File: src/rtl/diff_sequencer.sv
// Streams pre-activation chunks from a buffer through the shared derivative unit into the gradient buffer.
// Latency 3 cycles from start to first write, 3+N to done; no backpressure, start is ignored while a job runs.
module diff_sequencer #(
  parameter int lanes         = 3,
  parameter int data_size     = 16,
  parameter int act_type_size = 4,
  parameter int addr_size     = 8
) (
  input  logic                         clk,
  input  logic                         reset,
  input  logic                         start,
  input  logic [addr_size-1:0]         src_base,
  input  logic [addr_size-1:0]         dst_base,
  input  logic [addr_size-1:0]         num_chunks,
  input  logic [act_type_size-1:0]     act_type_in,
  output logic                         busy,
  output logic                         done,
  output logic                         rd_en,
  output logic [addr_size-1:0]         rd_addr,
  input  logic [lanes*data_size-1:0]   rd_data,
  output logic [lanes*data_size-1:0]   diff_x,
  output logic [act_type_size-1:0]     diff_act_type,
  input  logic [lanes*data_size-1:0]   diff_y,
  output logic                         wr_en,
  output logic [addr_size-1:0]         wr_addr,
  output logic [lanes*data_size-1:0]   wr_data
);

  typedef enum logic [1:0] {IDLE, RUN, DRAIN, DONE_S} state_t;

  localparam logic [addr_size-1:0] ADDR_ONE = addr_size'(1);

  state_t               state;
  logic [addr_size-1:0] dst_lat;
  logic [addr_size-1:0] num_lat;
  logic [addr_size-1:0] rd_cnt;
  logic [addr_size-1:0] wr_cnt;
  logic                 s1_vld;

  // Control FSM and read pointer; rd_cnt counts reads already issued.
  always_ff @(posedge clk) begin
    if (reset) begin
      state         <= IDLE;
      busy          <= 1'b0;
      done          <= 1'b0;
      rd_en         <= 1'b0;
      rd_addr       <= '0;
      dst_lat       <= '0;
      num_lat       <= '0;
      rd_cnt        <= '0;
      diff_act_type <= '0;
    end else begin
      case (state)
        IDLE: begin
          done <= 1'b0;
          if (start) begin
            diff_act_type <= act_type_in;
            dst_lat       <= dst_base;
            num_lat       <= num_chunks;
            if (num_chunks != '0) begin
              state   <= RUN;
              busy    <= 1'b1;
              rd_en   <= 1'b1;
              rd_addr <= src_base;
              rd_cnt  <= ADDR_ONE;
            end else begin
              state <= DONE_S;
              done  <= 1'b1;
            end
          end
        end
        RUN: begin
          if (rd_cnt == num_lat) begin
            rd_en <= 1'b0;
            state <= DRAIN;
          end else begin
            rd_addr <= rd_addr + ADDR_ONE;
            rd_cnt  <= rd_cnt + ADDR_ONE;
          end
        end
        DRAIN: begin
          // Once stage 1 empties, the final write is on the bus this cycle.
          if (!s1_vld) begin
            state <= DONE_S;
            busy  <= 1'b0;
            done  <= 1'b1;
          end
        end
        default: begin
          done  <= 1'b0;
          state <= IDLE;
        end
      endcase
    end
  end

  always_ff @(posedge clk) begin
    if (reset) s1_vld <= 1'b0;
    else       s1_vld <= rd_en;
  end

  assign diff_x = s1_vld ? rd_data : '0;

  // Stage 2 captures the combinational derivative result.
  always_ff @(posedge clk) begin
    if (reset) begin
      wr_en   <= 1'b0;
      wr_addr <= '0;
      wr_data <= '0;
      wr_cnt  <= '0;
    end else begin
      wr_en <= s1_vld;
      if (s1_vld) begin
        wr_data <= diff_y;
        wr_addr <= dst_lat + wr_cnt;
        wr_cnt  <= wr_cnt + ADDR_ONE;
      end else if (state == IDLE && start) begin
        wr_cnt <= '0;
      end
    end
  end

endmodule
File: config.mk
export PLATFORM = sky130hd
export DESIGN_NAME = diff_sequencer
export DESIGN_NICKNAME = d
export VERILOG_FILES = /design/src/rtl/diff_sequencer.sv
export SDC_FILE = /design/constraint.sdc
export NUM_CORES = 1
export LEC_CHECK = 0
export CORE_MARGIN = 3
export CORE_UTILIZATION = 55
export CTS_CLUSTER_DIAMETER = 200
export DETAILED_ROUTE_END_ITERATION = 10
export DONT_BUFFER_PORTS = 1
export GPL_TIMING_DRIVEN = 0
export PLACE_DENSITY_LB_ADDON = 0.15
export SYNTH_ARGS = -nofsm -noshare
export SYNTH_HDL_FRONTEND = slang
export SYNTH_SLANG_ARGS = --single-unit
File: constraint.sdc
create_clock -name clk -period 3.2 [get_ports clk]
set_input_delay 0.64 -clock clk [delete_from_list [all_inputs] [get_ports clk]]
set_output_delay 0.64 -clock clk [all_outputs]
set_load 0.05 [all_outputs]
Word-level counts from Yosys, hierarchy flattened
Index checks and enable logic that the tools add are counted.
{"block": "totals", "regBits": 107, "input_bits": 127, "out_inout_bits": 120, "wordCells": 65}
{"block": "op_classes", "addsub": 4, "n_eq_ne": 8, "mux": 26, "n_bitwise": 1, "reduce_logical": 12}
{"operator": "8-bit 2-to-1 mux", "count": 8}
{"operator": "48-bit 2-to-1 mux", "count": 1}
{"operator": "8-bit one-hot mux with 2 select lines", "count": 2}
{"operator": "8-bit by 1-bit adder with 8-bit output, second input constant", "count": 3}
{"operator": "4-bit AND reduction", "count": 3}
{"operator": "2-bit != test, second input constant", "count": 5}
{"operator": "8-bit adder", "count": 1}
{"operator": "8-bit equality test", "count": 1}
{"operator": "2-bit 2-to-1 mux", "count": 4}
{"operator": "8-bit nonzero test", "count": 1}
{"operator": "1-bit 2-to-1 mux", "count": 7}
{"operator": "2-bit one-hot mux with 3 select lines", "count": 1}
{"operator": "2-bit nonzero test", "count": 3}
{"operator": "1-bit one-hot mux with 2 select lines", "count": 2}
{"operator": "2-bit AND reduction", "count": 2}
{"operator": "1-bit one-hot mux with 3 select lines", "count": 1}
{"operator": "3-bit AND reduction", "count": 1}
{"operator": "2-bit by 1-bit equality test with 1-bit output, second input constant", "count": 1}
{"operator": "2-bit equality test, second input constant", "count": 1}
{"operator": "2-bit zero test", "count": 1}
{"operator": "1-bit logical AND", "count": 1}
{"operator": "1-bit NOT", "count": 1}

Logic depth before layout (Yosys ltp)
Gate-level depths: netlist of the first run.
{"block": "logic_depth", "word_depth": 4, "mapped_depth": 9, "depth_no_buf": 8}

Least setup slack after synthesis of the first run
No wires, ideal clock.
{"block": "synth_timing", "path_kind": "reg2out", "from": "reg s1_vld", "to": "out diff_x[27]", "arrival_time_ns": 1.636, "t_required_ns": 2.560, "setup_slack_ns": 0.924, "stages_incl_launch_ff": 5, "path_cell_list": "dfxtp_1 > clkbuf_1 > clkbuf_1 > clkbuf_1 > and2_1"}
{"block": "synth_via", "elab_chain_cells": 1}
{"item": "start: declaration", "line": "38", "rtl": "logic s1_vld;"}
{"item": "start signal: assignment", "line": "99", "rtl": "else s1_vld <= rd_en;"}
{"item": "48-bit 2-to-1 mux", "line": "102", "rtl": "assign diff_x = s1_vld ? rd_data : '0;"}
{"item": "end: declaration", "line": "21", "rtl": "output logic [lanes*data_size-1:0] diff_x,"}
No other way between the ends.

Worst setup path in the final report of the first run
{"block": "layout_timing", "from": "reg s1_vld", "to": "out diff_x[46]"}
Same word-level chain as after synthesis.

==> results of run 1 <==
==> layer usage <==
metal	GRT usage, %	up-vias	share of wire (%)
met5	0	-	0
met2	42.1	182	48
met4	8.68	0	2.9
li1	-	1955	-
met1	32.8	1899	40
met3	7.78	24	8.4
==> through the flow <==
| step | cells | power, mW | setup slack, ns | util [%] | cell area [um2] |
|---|---|---|---|---|---|
| 6_report | 692 | 4.76 | 0.326 | 61.4 | 5410 |
| 3_3_place_gp | 676 | 3.88 | 0.293 | 58.9 | 5190 |
| 3_5_place_dp | 676 | 3.93 | 0.273 | 58.9 | 5190 |
| 2_1_floorplan | 568 | 3.60 | 0.924 | - | 5050 |
| 5_1_grt | 692 | 5.02 | 0.197 | 61.4 | 5410 |
| 4_1_cts | 692 | 4.78 | 0.0434 | 61.3 | 5400 |
==> final timing paths <==
kind / from / end / slack [ns] / depth (start not counted)
worst max register to register: state[0] / rd_cnt[2] / 0.93 / 8
worst min register to register: num_lat[3] / num_lat[3] / 0.47 / 2
worst min-delay path: act_type_in[3] / diff_act_type[3] / 0.39 / 2
worst max-delay path: s1_vld / diff_x[46] / 0.33 / 4
==> cell families after synthesis <==
| family | Yosys count | synth area share [%] |
|---|---|---|
| xor gates and xnor gates | 13 | 2.25 |
| adders and majority gates | 15 | 3.86 |
| and+or+nand+nor | 235 | 22.7 |
| DFF | 107 | 42.4 |
| buffers and inverters | 51 | 4.21 |
| AOI/OAI and AO/OA | 85 | 12.2 |
| muxes | 62 | 12.4 |
==> Yosys cell counts, drive strengths merged (4+ instances only) <==
cell	number	area (um2)
a211oi	7	62.6
a21oi	32	160
and2	52	328
and3	5	36.3
buf	12	66.3
clkbuf	24	90.1
dfxtp	107	2140
ha	14	175
inv	15	56.3
mux2	4	45.0
mux2i	58	581
nand2	56	210
nand3	13	65.1
nand4	4	25.0
nor2	73	274
nor2b	6	37.5
nor3	11	55.1
nor3b	4	30.0
o2111ai	7	61.3
o211ai	5	37.5
o21ai	10	50.1
o22a	6	52.6
o31ai	6	70.1
or2	6	37.5
xnor2	10	87.6
==> registers in the layout, summed over array words and instances, names as in the netlist, 2 cells and up <==
| register | flops |
|---|---|
| wr_data | 48 |
| dst_lat | 8 |
| num_lat | 8 |
| rd_addr | 8 |
| rd_cnt | 8 |
| wr_addr | 8 |
| wr_cnt | 8 |
| diff_act_type | 4 |
| state | 2 |
==> power by group through the flow <==
stage               clock, mW  combinational, mW  sequential (mW)
CTS                     0.873               1.61             2.29
detailed placement          0               1.60             2.33
global route            0.936               1.76             2.32
finish                  0.851               1.61             2.30
floorplan                   0               1.35             2.25
global placement            0               1.56             2.32
==> timing repair <==
item / 4_1_cts / 5_1_grt
hold buffers: 0 / 0
gates resized for setup: 1 / 10
setup endpoints to repair: 20 / 20
pin swaps: 0 / 0
==> cell type report <==
| cell class | instances | area (um2) | area share, % |
|---|---|---|---|
| clock inverters | 7 | 83.8 | 1.55 |
| plain buffers | 36 | 159 | 2.94 |
| multi-input cells | 410 | 2710 | 50.1 |
| flip-flops and latches | 107 | 2140 | 39.6 |
| inverters | 15 | 56.3 | 1.04 |
| well taps | 108 | 135 | 2.50 |
| clock buffers | 9 | 124 | 2.29 |
==> run_results.csv, run 1 <==
group,metric,value,unit
status,run_status,"completed",
floorplanning,die_area,10400,um2
sta,rsz0062_at_grt,"no",
detailed_routing,drtIter0Drc,105,
global_route,grt.total_usage,25.8,%
setup_path,cp-end-kind,"output pin",
synth,synth-edff-count,0,
floorplanning,initial_core_util,57.4,%
global_route,grt_pass1_wl,20.6,mm
clock_network,h-tree-depth,3,
setup_path,cp.arrival,2.23,ns
synth,seq_area_frac_synth,42.4,%
setup_path,cp_num_buf_inv,3,
finish,final_nets,721,
synth,ys.flop_type,"dfxtp_1",
power_and_ir_drop,p_comb_share,33.8,%
clock_network,cts.clk_slew.worst_paths,0.11,ns
synth,syn_area,5050,um2
setup_path,worstPathCellList,"clkbuf_2 > clkbuf_2 > clkbuf_1 > and2_1",
setup_path,worstSetupPathType,"register to output pin",
global_route,grt_max_degree,23,
floorplanning,die_h,102,um
placement,port_buffers,0,
power_and_ir_drop,switching_share,49.1,%
clock_network,worstSkewPairLatency,0.37,ns
placement,dpl.hpwl,11.1,mm
clock_network,cts_tree,"built",
setup_path,crit_family,"buffers and inverters",
detailed_routing,drt_pre_antenna_iters,4,
power_and_ir_drop,ir_drop,0.421,mV
synth,postSynthCellCount,568,
synth,ys_ff_latch,107,
power_and_ir_drop,p_per_area,879,nW/um2
setup_path,cpPeakStageDelay,0.54,ns
floorplanning,pin_count,247,
sta,fin_tns_setup,0,ns
sta,setup_viol,0,
placement,gp_congestion,0.895,
job,max-cap-violations,0,
power_and_ir_drop,power.leakage,2.02,nW
setup_path,crit_required,2.56,ns
finish,antenna_cells,0,
detailed_routing,routed_wl,14.0,mm
synth,yosysUniqueCellTypes,49,
power_and_ir_drop,p_seq_share,48.3,%
sta,worstMarginPinSlew,0.742,ns
setup_path,critPathLaunchType,"register",
detailed_routing,routedWlPerCell,20.2,um
finish,area_delta_synth_final,7.03,%
detailed_routing,vias_per_cell,5.87,
synth,async_reset_ff_share,0,%
finish,final_cell_mix,"dfxtp_1 (107), nor2_1 (73), mux2i_1 (58)",
synth,syn_nets,710,
global_route,grt_pass1_vias,3948,
detailed_routing,drc,0,
floorplanning,die_w,102,um
sta,finClkSkew,0.0118,ns
synth,yosys_warnings,0,
detailed_routing,num_vias,4060,
sta,min_period,2.87,ns
sta,relSlewSlack,50.0,%
clock_network,cts_buffers,9,
floorplanning,coreArea,8810,um2
finish,n_fill_cell,766,
global_route,gr-total-overflow,0,
finish,layout_commonest_cell,"dfxtp_1",
setup_path,crit_path_frequent_cell,"clkbuf_2",
finish,drive_above_1_share,9.08,%
clock_network,cts.sinks,107,
power_and_ir_drop,p_switching,2.34,mW
sta,timing.hold.ws,0.394,ns
clock_network,cts_buffer_depth,2,
setup_path,cp_max_fo,10,
sta,final_max_slew_viol_count,0,
power_and_ir_drop,p_int,2.42,mW
sta,timing.final.crit_share,89.8,%
clock_network,cts_setup_buffers,0,
sta,timing.fmax,0.348,GHz
detailed_routing,drtAntennaViolNets,0,
setup_path,cp_slowest_cell,"and2_1",
global_route,antenna_found_initial,1,
sta,hold_violations,0,
min_path,hold_path.class,"input port to register",
floorplanning,fp-row-count,34,
synth,syn_avg_cell_area,8.90,um2
power_and_ir_drop,p_clk_share,17.9,%
clock_network,root_buffer,"clkbuf_8",
Note: power is estimated with default switching activity, not from simulation.
==> run 2: changes to the inputs <==
Settings changed: ABC_AREA from default to 1, CAP_MARGIN from default to 20, SLEW_MARGIN from default to 40.
==> run 2 against run 1 <==
First-iteration DRC count grew to 2.8 times the previous value. Clock power is 2% higher. Via count grew 20%. Flip-flop and latch count unchanged. Critical path depth rose by 1. Highest routed layer unchanged. Utilization fell by 0.76 points.
==> run_results.csv, run 2 <==
group,metric,value,unit
clock_network,worstSkewPairLatency,0.38,ns
detailed_routing,routedWlPerCell,16.1,um
finish,layout_commonest_cell,"nor2_1",
sta,fin_tns_setup,0,ns
setup_path,worstSetupPathType,"register to output pin",
synth,ys_top_cells_by_count,"nor2_1 (188), nand2_1 (152), dfxtp_1 (107)",
synth,synth_most_common_cell,"nor2_1",
power_and_ir_drop,p_clk_share,15.8,%
power_and_ir_drop,p_seq_share,50.5,%
synth,syn_nets,931,
sta,timing.final.crit_share,85.0,%
power_and_ir_drop,p_comb_share,33.7,%
setup_path,cp-end-kind,"output pin",
clock_network,root_buffer,"clkbuf_8",
sta,setup_viol,0,
synth,yosys-top-cells-area,"dfxtp_1 (41%), nor2_1 (13%), nand2_1 (11%)",
clock_network,cts_setup_buffers,0,
clock_network,cts_buffers,9,
finish,final_nets,942,
power_and_ir_drop,ir_drop,0.627,mV
clock_network,ctsHoldBuffers,0,
placement,port_buffers,0,
setup_path,crit_path_frequent_cell,"buf_2",
synth,ys_ff_latch,107,
clock_network,cts_buffer_depth,2,
clock_network,post_cts_resized,0,
clock_network,h-tree-depth,3,
sta,final_max_slew_viol_count,0,
sta,hold_violations,0,
detailed_routing,num_vias,4888,
synth,seq_area_frac_synth,40.8,%
status,run_status,"completed",
power_and_ir_drop,p_int,2.61,mW
synth,postSynthCellCount,789,
synth,yosysUniqueCellTypes,37,
detailed_routing,drt_pre_antenna_iters,5,
global_route,grt.total_usage,27.2,%
floorplanning,die_area,10800,um2
finish,final_cell_mix,"nor2_1 (188), nand2_1 (152), dfxtp_1 (107)",
detailed_routing,drtIter0Drc,294,
finish,multi_input_area,2520,um2
finish,regArea,2140,um2
floorplanning,coreArea,9240,um2
setup_path,critPathLaunchType,"register",
finish,drive_above_1_share,4.98,%
synth,yosys_warnings,0,
sta,worstMarginPinSlew,0.699,ns
placement,dpl.hpwl,11.6,mm
finish,antenna_cells,0,
sta,timing.hold.ws,0.352,ns
synth,ys.flop_type,"dfxtp_1",
global_route,antenna_found_initial,0,
floorplanning,die_w,104,um
setup_path,cp_slowest_cell,"buf_1",
detailed_routing,routed_wl,15.0,mm
detailed_routing,drc,0,
power_and_ir_drop,power.leakage,2.85,nW
global_route,grt_pass1_vias,4694,
detailed_routing,drtAntennaViolNets,0,
finish,area_delta_synth_final,6.82,%
synth,synth_area_leader_cell,"dfxtp_1",
sta,finClkSkew,0.00995,ns
sta,rsz0062_at_grt,"no",
setup_path,crit_required,2.56,ns
synth,synth_top_area_share,40.8,%
clock_network,cts.sinks,107,
synth,syn_avg_cell_area,6.65,um2
floorplanning,pin_count,247,
global_route,gr-total-overflow,0,
clock_network,cts.clk_slew.worst_paths,0.10,ns
clock_network,cts_tree,"built",
synth,syn_area,5250,um2
synth,synth-edff-count,0,
setup_path,cpPeakStageDelay,0.38,ns
floorplanning,die_h,104,um
setup_path,cp.arrival,2.08,ns
sta,min_period,2.72,ns
setup_path,cp_max_fo,10,
placement,gp_congestion,0.844,
floorplanning,initial_core_util,56.8,%
detailed_routing,vias_per_cell,5.24,
power_and_ir_drop,p_per_area,983,nW/um2
power_and_ir_drop,switching_share,52.7,%
sta,relSlewSlack,53.3,%
job,max-cap-violations,0,
setup_path,worstPathCellList,"buf_2 > buf_2 > buf_1 > nand2_1 > inv_1",
synth,async_reset_ff_share,0,%
global_route,grt_max_degree,19,
sta,timing.fmax,0.368,GHz
min_path,hold_path.class,"input port to register",
global_route,grt_pass1_wl,23.9,mm
finish,n_fill_cell,890,
finish,largest_register,"wr_data",
power_and_ir_drop,p_switching,2.90,mW
finish,largest_reg_flops,48,
floorplanning,fp-row-count,35,
-- run 2: cell count changes in the layout (fill, tap and decap cells not counted), moves of 6 or more --
cell / previous run / this run
and2_1: 43 / 0
a21oi_1: 32 / 21
nor3_1: 11 / 2
inv_1: 15 / 106
mux2i_1: 58 / 0
nand3_1: 13 / 23
o22a_1: 6 / 0
o21ai_0: 10 / 89
o2111ai_1: 7 / 0
and2_2: 8 / 0
nand2_1: 56 / 152
nor2b_1: 6 / 0
nor2_1: 73 / 188
-- run 2: path summary, 6_finish.rpt --
path | start | end | slack [ns] | cells after the start
setup / recovery | s1_vld | diff_x[47] | 0.48 | 5
setup reg to reg | wr_cnt[0] | wr_addr[6] | 1.32 | 9
hold reg to reg | num_lat[5] | num_lat[5] | 0.48 | 2
hold / removal | start | num_lat[2] | 0.35 | 1
-- run 2: kinds of logic after synthesis --
family,synth area share [%]
XOR/XNOR,1.98
flip-flops,40.8
adder cells (fa/ha/maj),3.72
AO/OA/AOI/OAI,12.4
AND/OR/NAND/NOR,30.0
buffers and inverters,11.1
-- run 2: worst max-delay path: cells and delay by family, from the launching register on --
family	cells	cell delay, ns
buffers and inverters	4	1.26
flip-flops	1	0.32
AND/OR/NAND/NOR	1	0.12
-- run 2: cell type report --
type | instances | share of cell area [%]
flip-flops and latches | 107 | 38.2
clock inverters | 6 | 1.29
clock buffers | 9 | 2.21
well taps | 129 | 2.88
inverters | 109 | 7.30
multi-input cells | 535 | 45.0
plain buffers | 38 | 3.08
-- run 2: routing by layer --
metal  vias up  track usage (%)  part of all wire, %
met1      2248             33.9                   41
li1       2452                -                    -
met2       178             45.0                   48
met5         -                0                    0
met4         0             6.65                 0.95
met3        10             9.97                  9.7
-- run 2: power by group through the flow --
stage	logic, mW	registers (mW)	clock network (mW)
final	1.86	2.79	0.869
after global routing	2.12	2.83	0.939
after CTS	1.87	2.79	0.881
after detailed placement	1.86	2.82	0
after global placement	1.80	2.81	0
after floorplan	1.53	2.69	0
-- run 2: stage by stage --
step / cell area, um2 / total power [mW] / utilization [%] / cells / setup slack, ns
finish: 5610 / 5.51 / 60.7 / 933 / 0.480
global route: 5610 / 5.89 / 60.7 / 933 / 0.301
CTS: 5610 / 5.54 / 60.7 / 933 / 0.438
detailed placement: 5410 / 4.67 / 58.6 / 918 / 0.868
global placement: 5410 / 4.61 / 58.6 / 918 / 0.890
floorplan: 5250 / 4.22 / - / 789 / 1.26
